File: src/rtl/a23_mem_arbiter_pkg.sv
// Shared types and constants for the a23 memory arbiter: FSM states, grant ids,
// memory-map regions and the byte-enable patterns a write may legally use.
package a23_mem_arb_pkg;

  typedef enum logic [1:0] {
    IDLE  = 2'd0,
    SERVE = 2'd1,
    RESP  = 2'd2
  } arb_state_t;

  localparam logic GNT_I = 1'b0;
  localparam logic GNT_D = 1'b1;

  localparam logic [7:0] REG_CODE  = 8'h00;
  localparam logic [7:0] REG_G     = 8'h01;
  localparam logic [7:0] REG_E     = 8'h02;
  localparam logic [7:0] REG_OUT   = 8'h03;
  localparam logic [7:0] REG_STACK = 8'h04;

  localparam logic [3:0] BE_WORD = 4'b1111;
  localparam logic [3:0] BE_B0   = 4'b0001;
  localparam logic [3:0] BE_B1   = 4'b0010;
  localparam logic [3:0] BE_B2   = 4'b0100;
  localparam logic [3:0] BE_B3   = 4'b1000;

  // Whole-word or single-byte stores only; half-words and gaps are rejected.
  function automatic logic be_is_legal(logic [3:0] be);
    return (be == BE_WORD) || (be == BE_B0) || (be == BE_B1) ||
           (be == BE_B2) || (be == BE_B3);
  endfunction

endpackage

File: src/rtl/a23_mem_arbiter_if.sv
// Fetch, data and memory-side signals of the a23 memory arbiter.
// slave is the arbiter's view; master is the core/memory side.
interface a23_mem_arbiter_if;
  logic        i_i_req;
  logic [31:0] i_i_address;
  logic        o_i_ack;
  logic [31:0] o_i_rdata;
  logic        o_i_err;

  logic        i_d_req;
  logic [31:0] i_d_address;
  logic [31:0] i_d_write;
  logic        i_d_write_en;
  logic [3:0]  i_d_byte_enable;
  logic        o_d_ack;
  logic [31:0] o_d_rdata;
  logic        o_d_err;

  logic [31:0] o_m_address;
  logic [31:0] o_m_write;
  logic        o_m_write_en;
  logic [3:0]  o_m_byte_enable;
  logic [31:0] i_m_read;

  modport slave (
    input  i_i_req, i_i_address, i_d_req, i_d_address, i_d_write, i_d_write_en,
    input  i_d_byte_enable, i_m_read,
    output o_i_ack, o_i_rdata, o_i_err, o_d_ack, o_d_rdata, o_d_err,
    output o_m_address, o_m_write, o_m_write_en, o_m_byte_enable
  );

  modport master (
    output i_i_req, i_i_address, i_d_req, i_d_address, i_d_write, i_d_write_en,
    output i_d_byte_enable, i_m_read,
    input  o_i_ack, o_i_rdata, o_i_err, o_d_ack, o_d_rdata, o_d_err,
    input  o_m_address, o_m_write, o_m_write_en, o_m_byte_enable
  );
endinterface

File: src/rtl/a23_mem_arbiter_access_check.sv
// Memory-map access policy: any mapped region may be read; only code, output
// and stack may be written, and only as a full word or a single byte.
module a23_mem_access_check
  import a23_mem_arb_pkg::*;
(
  input  logic [7:0] i_region,
  input  logic       i_write_en,
  input  logic [3:0] i_byte_enable,
  output logic       o_legal
);

  always_comb begin
    o_legal = 1'b0;
    if (i_write_en) begin
      o_legal = ((i_region == REG_CODE) || (i_region == REG_OUT) || (i_region == REG_STACK)) &&
                be_is_legal(i_byte_enable);
    end else begin
      o_legal = (i_region <= REG_STACK);
    end
  end

endmodule

File: src/rtl/a23_mem_arbiter.sv
// Single-port memory arbiter for the a23 core: fetch vs data, IDLE/SERVE/RESP
// sequencing, registered read data and bounded fetch starvation.
module a23_mem_arbiter
  import a23_mem_arb_pkg::*;
#(
  parameter int unsigned MAX_WAIT = 4,
  parameter int unsigned CNT_W    = 4
) (
  input  logic              i_clk,
  input  logic              i_rst,
  a23_mem_arbiter_if.slave  bus,
  output logic              o_busy
);

  localparam logic [CNT_W-1:0] MAX_CNT = CNT_W'(MAX_WAIT);

  arb_state_t       state_q, state_d;
  logic             gnt_q, gnt_sel, grant;
  logic [31:0]      addr_q, wdata_q;
  logic             we_q;
  logic [3:0]       be_q;
  logic [CNT_W-1:0] cnt_q, cnt_d;
  logic [31:0]      i_rdata_q, d_rdata_q;
  logic             i_err_q, d_err_q;
  logic             legal;

  a23_mem_access_check u_check (
    .i_region      (addr_q[31:24]),
    .i_write_en    (we_q),
    .i_byte_enable (be_q),
    .o_legal       (legal)
  );

  always_comb begin
    state_d = state_q;
    cnt_d   = cnt_q;
    grant   = 1'b0;
    gnt_sel = gnt_q;
    unique case (state_q)
      IDLE: begin
        // Data wins unless fetch has already lost MAX_WAIT times in a row.
        if (bus.i_d_req && (!bus.i_i_req || (cnt_q != MAX_CNT))) begin
          grant   = 1'b1;
          gnt_sel = GNT_D;
          state_d = SERVE;
          if (bus.i_i_req) cnt_d = cnt_q + CNT_W'(1);
        end else if (bus.i_i_req) begin
          grant   = 1'b1;
          gnt_sel = GNT_I;
          state_d = SERVE;
          cnt_d   = '0;
        end
      end
      SERVE:   state_d = RESP;
      RESP:    state_d = IDLE;
      default: state_d = IDLE;
    endcase
  end

  always_ff @(posedge i_clk or posedge i_rst) begin
    if (i_rst) begin
      state_q   <= IDLE;
      gnt_q     <= GNT_I;
      addr_q    <= '0;
      wdata_q   <= '0;
      we_q      <= 1'b0;
      be_q      <= '0;
      cnt_q     <= '0;
      i_rdata_q <= '0;
      i_err_q   <= 1'b0;
      d_rdata_q <= '0;
      d_err_q   <= 1'b0;
    end else begin
      state_q <= state_d;
      cnt_q   <= cnt_d;
      if (grant) begin
        gnt_q <= gnt_sel;
        if (gnt_sel == GNT_D) begin
          addr_q  <= bus.i_d_address;
          wdata_q <= bus.i_d_write;
          we_q    <= bus.i_d_write_en;
          be_q    <= bus.i_d_byte_enable;
        end else begin
          addr_q  <= bus.i_i_address;
          wdata_q <= '0;
          we_q    <= 1'b0;
          be_q    <= BE_WORD;
        end
      end
      if (state_q == SERVE) begin
        if (gnt_q == GNT_D) begin
          d_rdata_q <= legal ? bus.i_m_read : 32'h0;
          d_err_q   <= ~legal;
        end else begin
          i_rdata_q <= legal ? bus.i_m_read : 32'h0;
          i_err_q   <= ~legal;
        end
      end
    end
  end

  // Memory port is only driven while serving, so no stray writes elsewhere.
  always_comb begin
    bus.o_m_address     = '0;
    bus.o_m_write       = '0;
    bus.o_m_write_en    = 1'b0;
    bus.o_m_byte_enable = '0;
    if (state_q == SERVE) begin
      bus.o_m_address     = addr_q & 32'hFFFF_FFFC;
      bus.o_m_write       = wdata_q;
      bus.o_m_write_en    = we_q & legal;
      bus.o_m_byte_enable = be_q;
    end
  end

  assign bus.o_i_ack   = (state_q == RESP) && (gnt_q == GNT_I);
  assign bus.o_d_ack   = (state_q == RESP) && (gnt_q == GNT_D);
  assign bus.o_i_rdata = i_rdata_q;
  assign bus.o_i_err   = i_err_q;
  assign bus.o_d_rdata = d_rdata_q;
  assign bus.o_d_err   = d_err_q;
  assign o_busy        = (state_q != IDLE);

endmodule

File: src/flat_wrapper.sv
// flat-port wrapper written by rule: the top's interface ports become plain ports
module a23_mem_arbiter_flat import a23_mem_arb_pkg::*;
#(
  parameter int unsigned MAX_WAIT = 4,
  parameter int unsigned CNT_W    = 4
)
  (i_clk, i_rst, o_busy, bus_i_i_req, bus_i_i_address, bus_i_d_req, bus_i_d_address, bus_i_d_write, bus_i_d_write_en, bus_i_d_byte_enable, bus_i_m_read, bus_o_i_ack, bus_o_i_rdata, bus_o_i_err, bus_o_d_ack, bus_o_d_rdata, bus_o_d_err, bus_o_m_address, bus_o_m_write, bus_o_m_write_en, bus_o_m_byte_enable);
  a23_mem_arbiter_if bus_i ();
  input  logic i_clk;
  input  logic i_rst;
  output logic o_busy;
  input wire logic [$bits(bus_i.i_i_req)-1:0] bus_i_i_req;
  input wire logic [$bits(bus_i.i_i_address)-1:0] bus_i_i_address;
  input wire logic [$bits(bus_i.i_d_req)-1:0] bus_i_d_req;
  input wire logic [$bits(bus_i.i_d_address)-1:0] bus_i_d_address;
  input wire logic [$bits(bus_i.i_d_write)-1:0] bus_i_d_write;
  input wire logic [$bits(bus_i.i_d_write_en)-1:0] bus_i_d_write_en;
  input wire logic [$bits(bus_i.i_d_byte_enable)-1:0] bus_i_d_byte_enable;
  input wire logic [$bits(bus_i.i_m_read)-1:0] bus_i_m_read;
  output wire logic [$bits(bus_i.o_i_ack)-1:0] bus_o_i_ack;
  output wire logic [$bits(bus_i.o_i_rdata)-1:0] bus_o_i_rdata;
  output wire logic [$bits(bus_i.o_i_err)-1:0] bus_o_i_err;
  output wire logic [$bits(bus_i.o_d_ack)-1:0] bus_o_d_ack;
  output wire logic [$bits(bus_i.o_d_rdata)-1:0] bus_o_d_rdata;
  output wire logic [$bits(bus_i.o_d_err)-1:0] bus_o_d_err;
  output wire logic [$bits(bus_i.o_m_address)-1:0] bus_o_m_address;
  output wire logic [$bits(bus_i.o_m_write)-1:0] bus_o_m_write;
  output wire logic [$bits(bus_i.o_m_write_en)-1:0] bus_o_m_write_en;
  output wire logic [$bits(bus_i.o_m_byte_enable)-1:0] bus_o_m_byte_enable;
  assign bus_i.i_i_req = bus_i_i_req;
  assign bus_i.i_i_address = bus_i_i_address;
  assign bus_i.i_d_req = bus_i_d_req;
  assign bus_i.i_d_address = bus_i_d_address;
  assign bus_i.i_d_write = bus_i_d_write;
  assign bus_i.i_d_write_en = bus_i_d_write_en;
  assign bus_i.i_d_byte_enable = bus_i_d_byte_enable;
  assign bus_i.i_m_read = bus_i_m_read;
  assign bus_o_i_ack = bus_i.o_i_ack;
  assign bus_o_i_rdata = bus_i.o_i_rdata;
  assign bus_o_i_err = bus_i.o_i_err;
  assign bus_o_d_ack = bus_i.o_d_ack;
  assign bus_o_d_rdata = bus_i.o_d_rdata;
  assign bus_o_d_err = bus_i.o_d_err;
  assign bus_o_m_address = bus_i.o_m_address;
  assign bus_o_m_write = bus_i.o_m_write;
  assign bus_o_m_write_en = bus_i.o_m_write_en;
  assign bus_o_m_byte_enable = bus_i.o_m_byte_enable;
  a23_mem_arbiter #(.MAX_WAIT(MAX_WAIT), .CNT_W(CNT_W)) u_core (.i_clk(i_clk), .i_rst(i_rst), .bus(bus_i), .o_busy(o_busy));
endmodule
File: config.mk
export PLATFORM = sky130hd
export DESIGN_NAME = a23_mem_arbiter_flat
export DESIGN_NICKNAME = d
export VERILOG_FILES = /design/src/rtl/a23_mem_arbiter_pkg.sv /design/src/rtl/a23_mem_arbiter_if.sv /design/src/rtl/a23_mem_arbiter_access_check.sv /design/src/rtl/a23_mem_arbiter.sv /design/src/flat_wrapper.sv
export SDC_FILE = /design/constraint.sdc
export NUM_CORES = 1
export LEC_CHECK = 0
export BUFFER_PORTS_ARGS = -buffer_cell sky130_fd_sc_hd__buf_4
export CORE_MARGIN = 2
export CORE_UTILIZATION = 48
export DETAILED_ROUTE_END_ITERATION = 8
export PLACE_DENSITY = 0.81
export SETUP_SLACK_MARGIN = 0.05
export SKIP_CTS_REPAIR_TIMING = 1
export SLEW_MARGIN = 15
export SYNTH_ARGS = -nofsm -noshare
export SYNTH_HDL_FRONTEND = slang
export SYNTH_HIERARCHICAL = 1
export SYNTH_SLANG_ARGS = --single-unit
export TNS_END_PERCENT = 1
File: constraint.sdc
create_clock -name i_clk -period 5.11 [get_ports i_clk]
set_clock_uncertainty 0.2 [all_clocks]
set_input_delay 0 -clock i_clk [delete_from_list [all_inputs] [get_ports i_clk]]
set_output_delay 0 -clock i_clk [all_outputs]
set_load 0.05 [all_outputs]
==> out/metrics.yaml, run 1 <==
status: "completed"
cpMaxStageDelayCell: "nor2_4"
die_area_sq_um: 14000
grt_usage_pct: 25.6
place.port_buffers: 268
num_antenna_cells: 0
overflow: 0
antenna_found_initial: 0
die_w_um: 118
yosysWarnings: 6
p_leak_nw: 5.05
cts_sinks: 140
r2r-start: "u_core/state_q[1]$_DFFE_PP0P_"
min_period_over_period_pct: 68.2
dr.pass1.iters: 5
hpwl_um: 12100
yosysUniqueCellTypes: 42
crit_chain: "nor2_4 > inv_1 > o21ai_0 > o311ai_1 > dlygate4sd3_1"
fmax_mhz: 287
gp_congestion: 0.831
power.density_nw_per_um2: 673
antenna_left: 0
root_buffer: "clkbuf_16"
regToRegEndpoint: "u_core/addr_q[21]$_DFFE_PP0P_"
required_ps: 5190
fin_crit_ps: 3490
drc: 0
critPathTopFamily: "buffers and inverters"
hold_viol_final: 0
netlist_area_sq_um: 6290
tns_ps: 0
netlist_instances: 638
dp_worst_setup_slack_ps: 2240
synth-seq-area-share_pct: 55.7
worst_pin_slew_ps: 980
intPower_mw: 3.68
slew_headroom_pct: 34.5
maxCapViolations: 0
yosys-top-cells-area: "dfrtp_1 56%, o21ai_0 7.3%, and2_1 6.7%"
cts_buffers: 17
yosysTopAreaCell: "dfrtp_1"
area_growth_pct: 66.6
rows: 41
grt_pass1_wl_um: 28700
routedWlPerCell_um: 18.7
ir_drop_mv: 0.366
die_h_um: 118
reg2regPathDepth: 5
hp-class: "in2async"
arrival_ps: 3560
drtIter0Drc: 789
synth_flop_cell: "dfrtp_1"
final-setup-viol-count: 0
clk_latency_ps: 410
htreeDepth: 4
p_switching_mw: 3.37
cts_buffer_depth: 2
slew_violations: 0
worst-path-max-fanout: 37
syn_avg_cell_area_sq_um: 9.86
drive_gt1_share_pct: 29.9
netSwitchingFraction_pct: 47.8
ys_async_sr_fraction_pct: 100
path_class: "reg2reg"
rsz0062_at_grt: "no"
route.vias.total: 6846
r2r_slack_ps: 1620
avgViaCountPerCell: 5.62
drt_wl_total_um: 22800
grt_pass1_vias: 5700
total_power_mw: 7.05
fp.coreArea_sq_um: 12700
combPwrFrac_pct: 55.5
synth_edf_count: 0
worstSetupStartpointType: "register"
nNetsFinal: 1173
synthTopCellsByCount: "140 x dfrtp_1, 102 x nand2_1, 92 x o21ai_0"
ys_ff_latch: 140
yosysMostFrequentCell: "dfrtp_1"
grt_max_degree: 75
p_seq_share_pct: 27.9
max_stage_delay_ps: 790
yosys.area.top_type_share_pct: 55.7
cp_num_buf_inv: 2
cp-end-kind: "register"
finalWorstSetupSlack_ps: 1620
tritoncts: "done"
clockPowerShare_pct: 16.6
boundaryPins: 275
start_util_pct: 49.4
clkSlewWorstSetupHoldPaths_ps: 60
whs_ps: 74.4
cell type report:
type / count / area, sq um
clock buffers: 25 / 495
clock inverters: 6 / 61.3
fillers: 677 / 2250
flip-flops and latches: 140 / 3500
inverters: 36 / 140
multi-input cells: 404 / 2390
repair buffers: 435 / 3670
well taps: 172 / 215
per-stage QoR:
| stage | cell area (sq um) | std cells | utilization (%) |
|---|---|---|---|
| after global placement | 8300 | 1026 | 65.2 |
| final | 10500 | 1218 | 82.3 |
| after detailed placement | 8300 | 1026 | 65.3 |
| after CTS | 8860 | 1057 | 69.6 |
| after floorplan | 6290 | 639 | - |
| after global routing | 10500 | 1218 | 82.3 |
sequential cells by signal (all words and copies together), names as in the netlist, named ones only:
name and cells:
u_core/cnt_q 4, u_core/be_q 4, u_core/state_q 2, u_core/wdata_q 32, u_core/bus.o_i_err 1, u_core/addr_q 30, u_core/bus.o_d_err 1, u_core/we_q 1
u_core/bus.o_d_rdata 32, u_core/bus.o_i_rdata 32
layout by cell type (no fill, tap or decap), drive strengths merged, types with 4 or more instances in the layout:
cell / synthesis / final
buf: 23 / 274
dlygate4sd3: 0 / 161
dfrtp: 140 / 140
o21ai: 103 / 103
nand2: 102 / 102
and2: 67 / 67
inv: 36 / 36
a22o: 34 / 34
nand4: 32 / 32
o311ai: 30 / 30
clkbuf: 36 / 25
o22a: 4 / 4
clkinv: 0 / 4
metal layers:
layer / routed length (um) / track usage, %
met1: 8440 / 33.4
met2: 11800 / 41.6
met3: 1660 / 6.08
met4: 912 / 9.52
met5: 0 / 0
worst min-delay path, delay by kind of cell:
kind,cells,cell delay [ps]
buf+inv,3,1170
cell families after synthesis:
kind of cell / after synthesis / share of synthesized area, %
fa+ha+maj: 2 / 0.398
mux: 2 / 0.338
other cells: 1 / 0.0596
compound gates: 175 / 18.2
simple gates: 222 / 18.6
flops: 140 / 55.7
xor+xnor: 1 / 0.139
buf+inv: 95 / 6.64
power groups by stage:
stage	combinational (mW)	clock (mW)	sequential (mW)
4_1_cts	3.48	1.17	1.93
2_1_floorplan	1.74	0	2.62
3_5_place_dp	3.47	0	1.94
6_report	3.91	1.17	1.97
3_3_place_gp	3.39	0	1.91
5_1_grt	4.11	1.23	2.02
worst max-delay path by stage:
stage,startpoint,end,slack [ps],depth (start not counted)
floorplan,i_rst,asynchronous set/reset pin,1160,1
global placement,u_core/state_q[1]$_DFFE_PP0P_,u_core/wdata_q[29]$_DFFE_PP0P_,2370,3
detailed placement,u_core/state_q[1]$_DFFE_PP0P_,u_core/wdata_q[9]$_DFFE_PP0P_,2240,3
CTS,u_core/state_q[1]$_DFFE_PP0P_,o_busy,2240,3
global route,u_core/state_q[1]$_DFFE_PP0P_,u_core/addr_q[21]$_DFFE_PP0P_,1510,5
finish,u_core/state_q[1]$_DFFE_PP0P_,u_core/addr_q[21]$_DFFE_PP0P_,1620,5
No activity file was read; power rests on OpenSTA's default activity.
==> run 2: changes to the inputs <==
Clock period 5.11 ns to 3.4 ns, I/O delays scaled along.
==> run 2 against run 1 <==
Clock power up 53%. Routed wire length down 2.0%. Global-route usage down 0.55 points. Count of clock-buffer cells in the layout down 7. Critical path depth up 2. Worst hold slack better by 67 ps. Non-clock buffer count up 5. Flip-flop and latch count unchanged. Die area unchanged. Core utilization up 0.41 points. Largest power group unchanged.
==> out/metrics.yaml, run 2 (synthesis gave the netlist of run 1 again) <==
status: "completed"  # unchanged
r2r-start: "u_core/cnt_q[0]$_DFFE_PP0P_"  # was u_core/state_q[1]$_DFFE_PP0P_
crit_chain: "inv_1 > ha_1 > nand4b_4 > nand4_1 > dlygate4sd3_1 > o311ai_1 > dlygate4sd3_1"  # was nor2_4 > inv_1 > o21ai_0 > o311ai_1 > dlygate4sd3_1
antenna_left: 0  # unchanged
worst_pin_slew_ps: 870  # was 980 ps
grt_usage_pct: 25.0  # was 25.6%
reg2regPathDepth: 7  # was 5
required_ps: 3480  # was 5190 ps
maxCapViolations: 0  # unchanged
hold_viol_final: 0  # unchanged
p_switching_mw: 5.08  # was 3.37 mW
ir_drop_mv: 0.575  # was 0.366 mV
p_seq_share_pct: 27.9  # about the same
antenna_found_initial: 0  # unchanged
cpMaxStageDelayCell: "dlygate4sd3_1"  # was nor2_4
netSwitchingFraction_pct: 47.8  # about the same
dp_worst_setup_slack_ps: 946  # was 2240 ps
tns_ps: 0  # unchanged
arrival_ps: 3260  # was 3560 ps
final_cells: 1223  # was 1218
drtIter0Drc: 698  # was 789
nFillCells: 680  # was 677
final_cell_mix: "278 x buf_4, 161 x dlygate4sd3_1, 140 x dfrtp_1"  # was 274 x buf_4, 161 x dlygate4sd3_1, 140 x dfrtp_1
gp_congestion: 0.812  # was 0.831
path_class: "reg2reg"  # unchanged
clockPowerShare_pct: 16.8  # was 16.6%
fp.coreArea_sq_um: 12700  # unchanged
drive_gt1_share_pct: 30.4  # was 29.9%
cts_buffers: 17  # unchanged
r2r_slack_ps: 220  # was 1620 ps
boundaryPins: 275  # unchanged
fmax_mhz: 315  # was 287 MHz
nNetsFinal: 1178  # was 1173
regToRegEndpoint: "u_core/addr_q[7]$_DFFE_PP0P_"  # was u_core/addr_q[21]$_DFFE_PP0P_
hpwl_um: 11900  # was 12100 um
final-setup-viol-count: 0  # unchanged
intPower_mw: 5.55  # was 3.68 mW
grt_pass1_wl_um: 28400  # was 28700 um
die_area_sq_um: 14000  # unchanged
route.vias.total: 6791  # was 6846
final_util_pct: 82.8  # was 82.3%
die_h_um: 118  # unchanged
combPwrFrac_pct: 55.3  # was 55.5%
cts_sinks: 140  # unchanged
htreeDepth: 4  # unchanged
min_period_over_period_pct: 93.5  # was 68.2%
fin_crit_ps: 3180  # was 3490 ps
final-seq-area_sq_um: 3500  # unchanged
slew_violations: 0  # unchanged
start_util_pct: 49.4  # unchanged
worstSetupStartpointType: "register"  # unchanged
rsz0062_at_grt: "no"  # unchanged
area_growth_pct: 67.4  # was 66.6%
tritoncts: "done"  # unchanged
num_antenna_cells: 0  # unchanged
drc: 0  # unchanged
die_w_um: 118  # unchanged
rows: 41  # unchanged
routedWlPerCell_um: 18.2  # was 18.7 um
drt_wl_total_um: 22300  # was 22800 um
dp_cells: 1031  # was 1026
power.density_nw_per_um2: 1010  # was 673 nW/um^2
dr.pass1.iters: 5  # unchanged
crit_path_frequent_cell: "dlygate4sd3_1"
max_stage_delay_ps: 630  # was 790 ps
place.port_buffers: 268  # unchanged
cp-end-kind: "register"  # unchanged
clk_latency_ps: 410  # about the same
cts_buffer_depth: 2  # unchanged
avgViaCountPerCell: 5.55  # was 5.62
slew_headroom_pct: 41.9  # was 34.5%
worst-path-max-fanout: 35  # was 37
root_buffer: "clkbuf_16"  # unchanged
hp-class: "in2async"  # unchanged
grt_max_degree: 72  # was 75
clkSlewWorstSetupHoldPaths_ps: 60  # about the same
multiInputGateArea_sq_um: 2380  # was 2390 sq um
p_leak_nw: 5.07  # was 5.05 nW
grt_pass1_vias: 5522  # was 5700
final_common_cell: "buf_4"  # unchanged
finalWorstSetupSlack_ps: 221  # was 1620 ps
overflow: 0  # unchanged
[run 2: cell types whose count changed in the layout (fill, tap and decap cells not counted), sizes merged]
cell and delta:
clkinvlp +3, inv +2, clkinv +1, buf +5
clkbuf -7, bufinv +1
[run 2: how the worst max path moves through the flow]
stage | from | to | slack [ps] | cells after the start
2_1_floorplan | u_core/be_q[0]$_DFFE_PP0P_ | bus_o_m_write_en | 1250 | 7
3_3_place_gp | u_core/cnt_q[0]$_DFFE_PP0P_ | u_core/addr_q[5]$_DFFE_PP0P_ | 1050 | 6
3_5_place_dp | u_core/cnt_q[0]$_DFFE_PP0P_ | u_core/addr_q[19]$_DFFE_PP0P_ | 950 | 6
4_1_cts | u_core/be_q[3]$_DFFE_PP0P_ | bus_o_m_write_en | 790 | 7
5_1_grt | u_core/cnt_q[0]$_DFFE_PP0P_ | u_core/addr_q[9]$_DFFE_PP0P_ | 130 | 7
6_report | u_core/cnt_q[0]$_DFFE_PP0P_ | u_core/addr_q[7]$_DFFE_PP0P_ | 220 | 7
[run 2: area by class of cell]
| class | instances | share of cell area [%] |
|---|---|---|
| timing repair buffer | 440 | 35.3 |
| tap | 172 | 2.04 |
| inverter | 36 | 1.32 |
| clock buffer | 18 | 4.08 |
| multi-input combinational | 404 | 22.6 |
| sequential | 140 | 33.3 |
| clock inverter | 13 | 1.34 |
[run 2: stage by stage]
step                hold WS, ps  power (mW)  area (sq um)
floorplan                 -60.3        6.56          6300
finish                      141        10.6         10500
global route                162        11.1         10500
global placement          -28.6        8.00          8340
detailed placement        -3.12        8.14          8340
CTS                        -441        9.96          8910
[run 2: metal layers]
metal	track usage (%)	wire, um	vias to the layer above
met3	6.03	1780	56
li1	-	-	3021
met2	40.1	11500	426
met1	33.8	8500	3288
met4	7.74	524	0
met5	0	0	-
[run 2: worst max-delay path, delay by kind of cell (launching register included)]
family | cells | cell delay (ps)
and+or+nand+nor | 2 | 830
DFF | 1 | 420
buffers and inverters | 3 | 1280
adders and majority gates | 1 | 210
AOI/OAI and AO/OA | 1 | 110
[run 2: power by group through the flow]
stage	Combinational, mW	Sequential (mW)	Clock, mW
floorplan	2.62	3.94	0
global placement	5.12	2.88	0
detailed placement	5.22	2.93	0
CTS	5.23	2.91	1.82
global route	6.16	3.04	1.89
finish	5.88	2.96	1.79
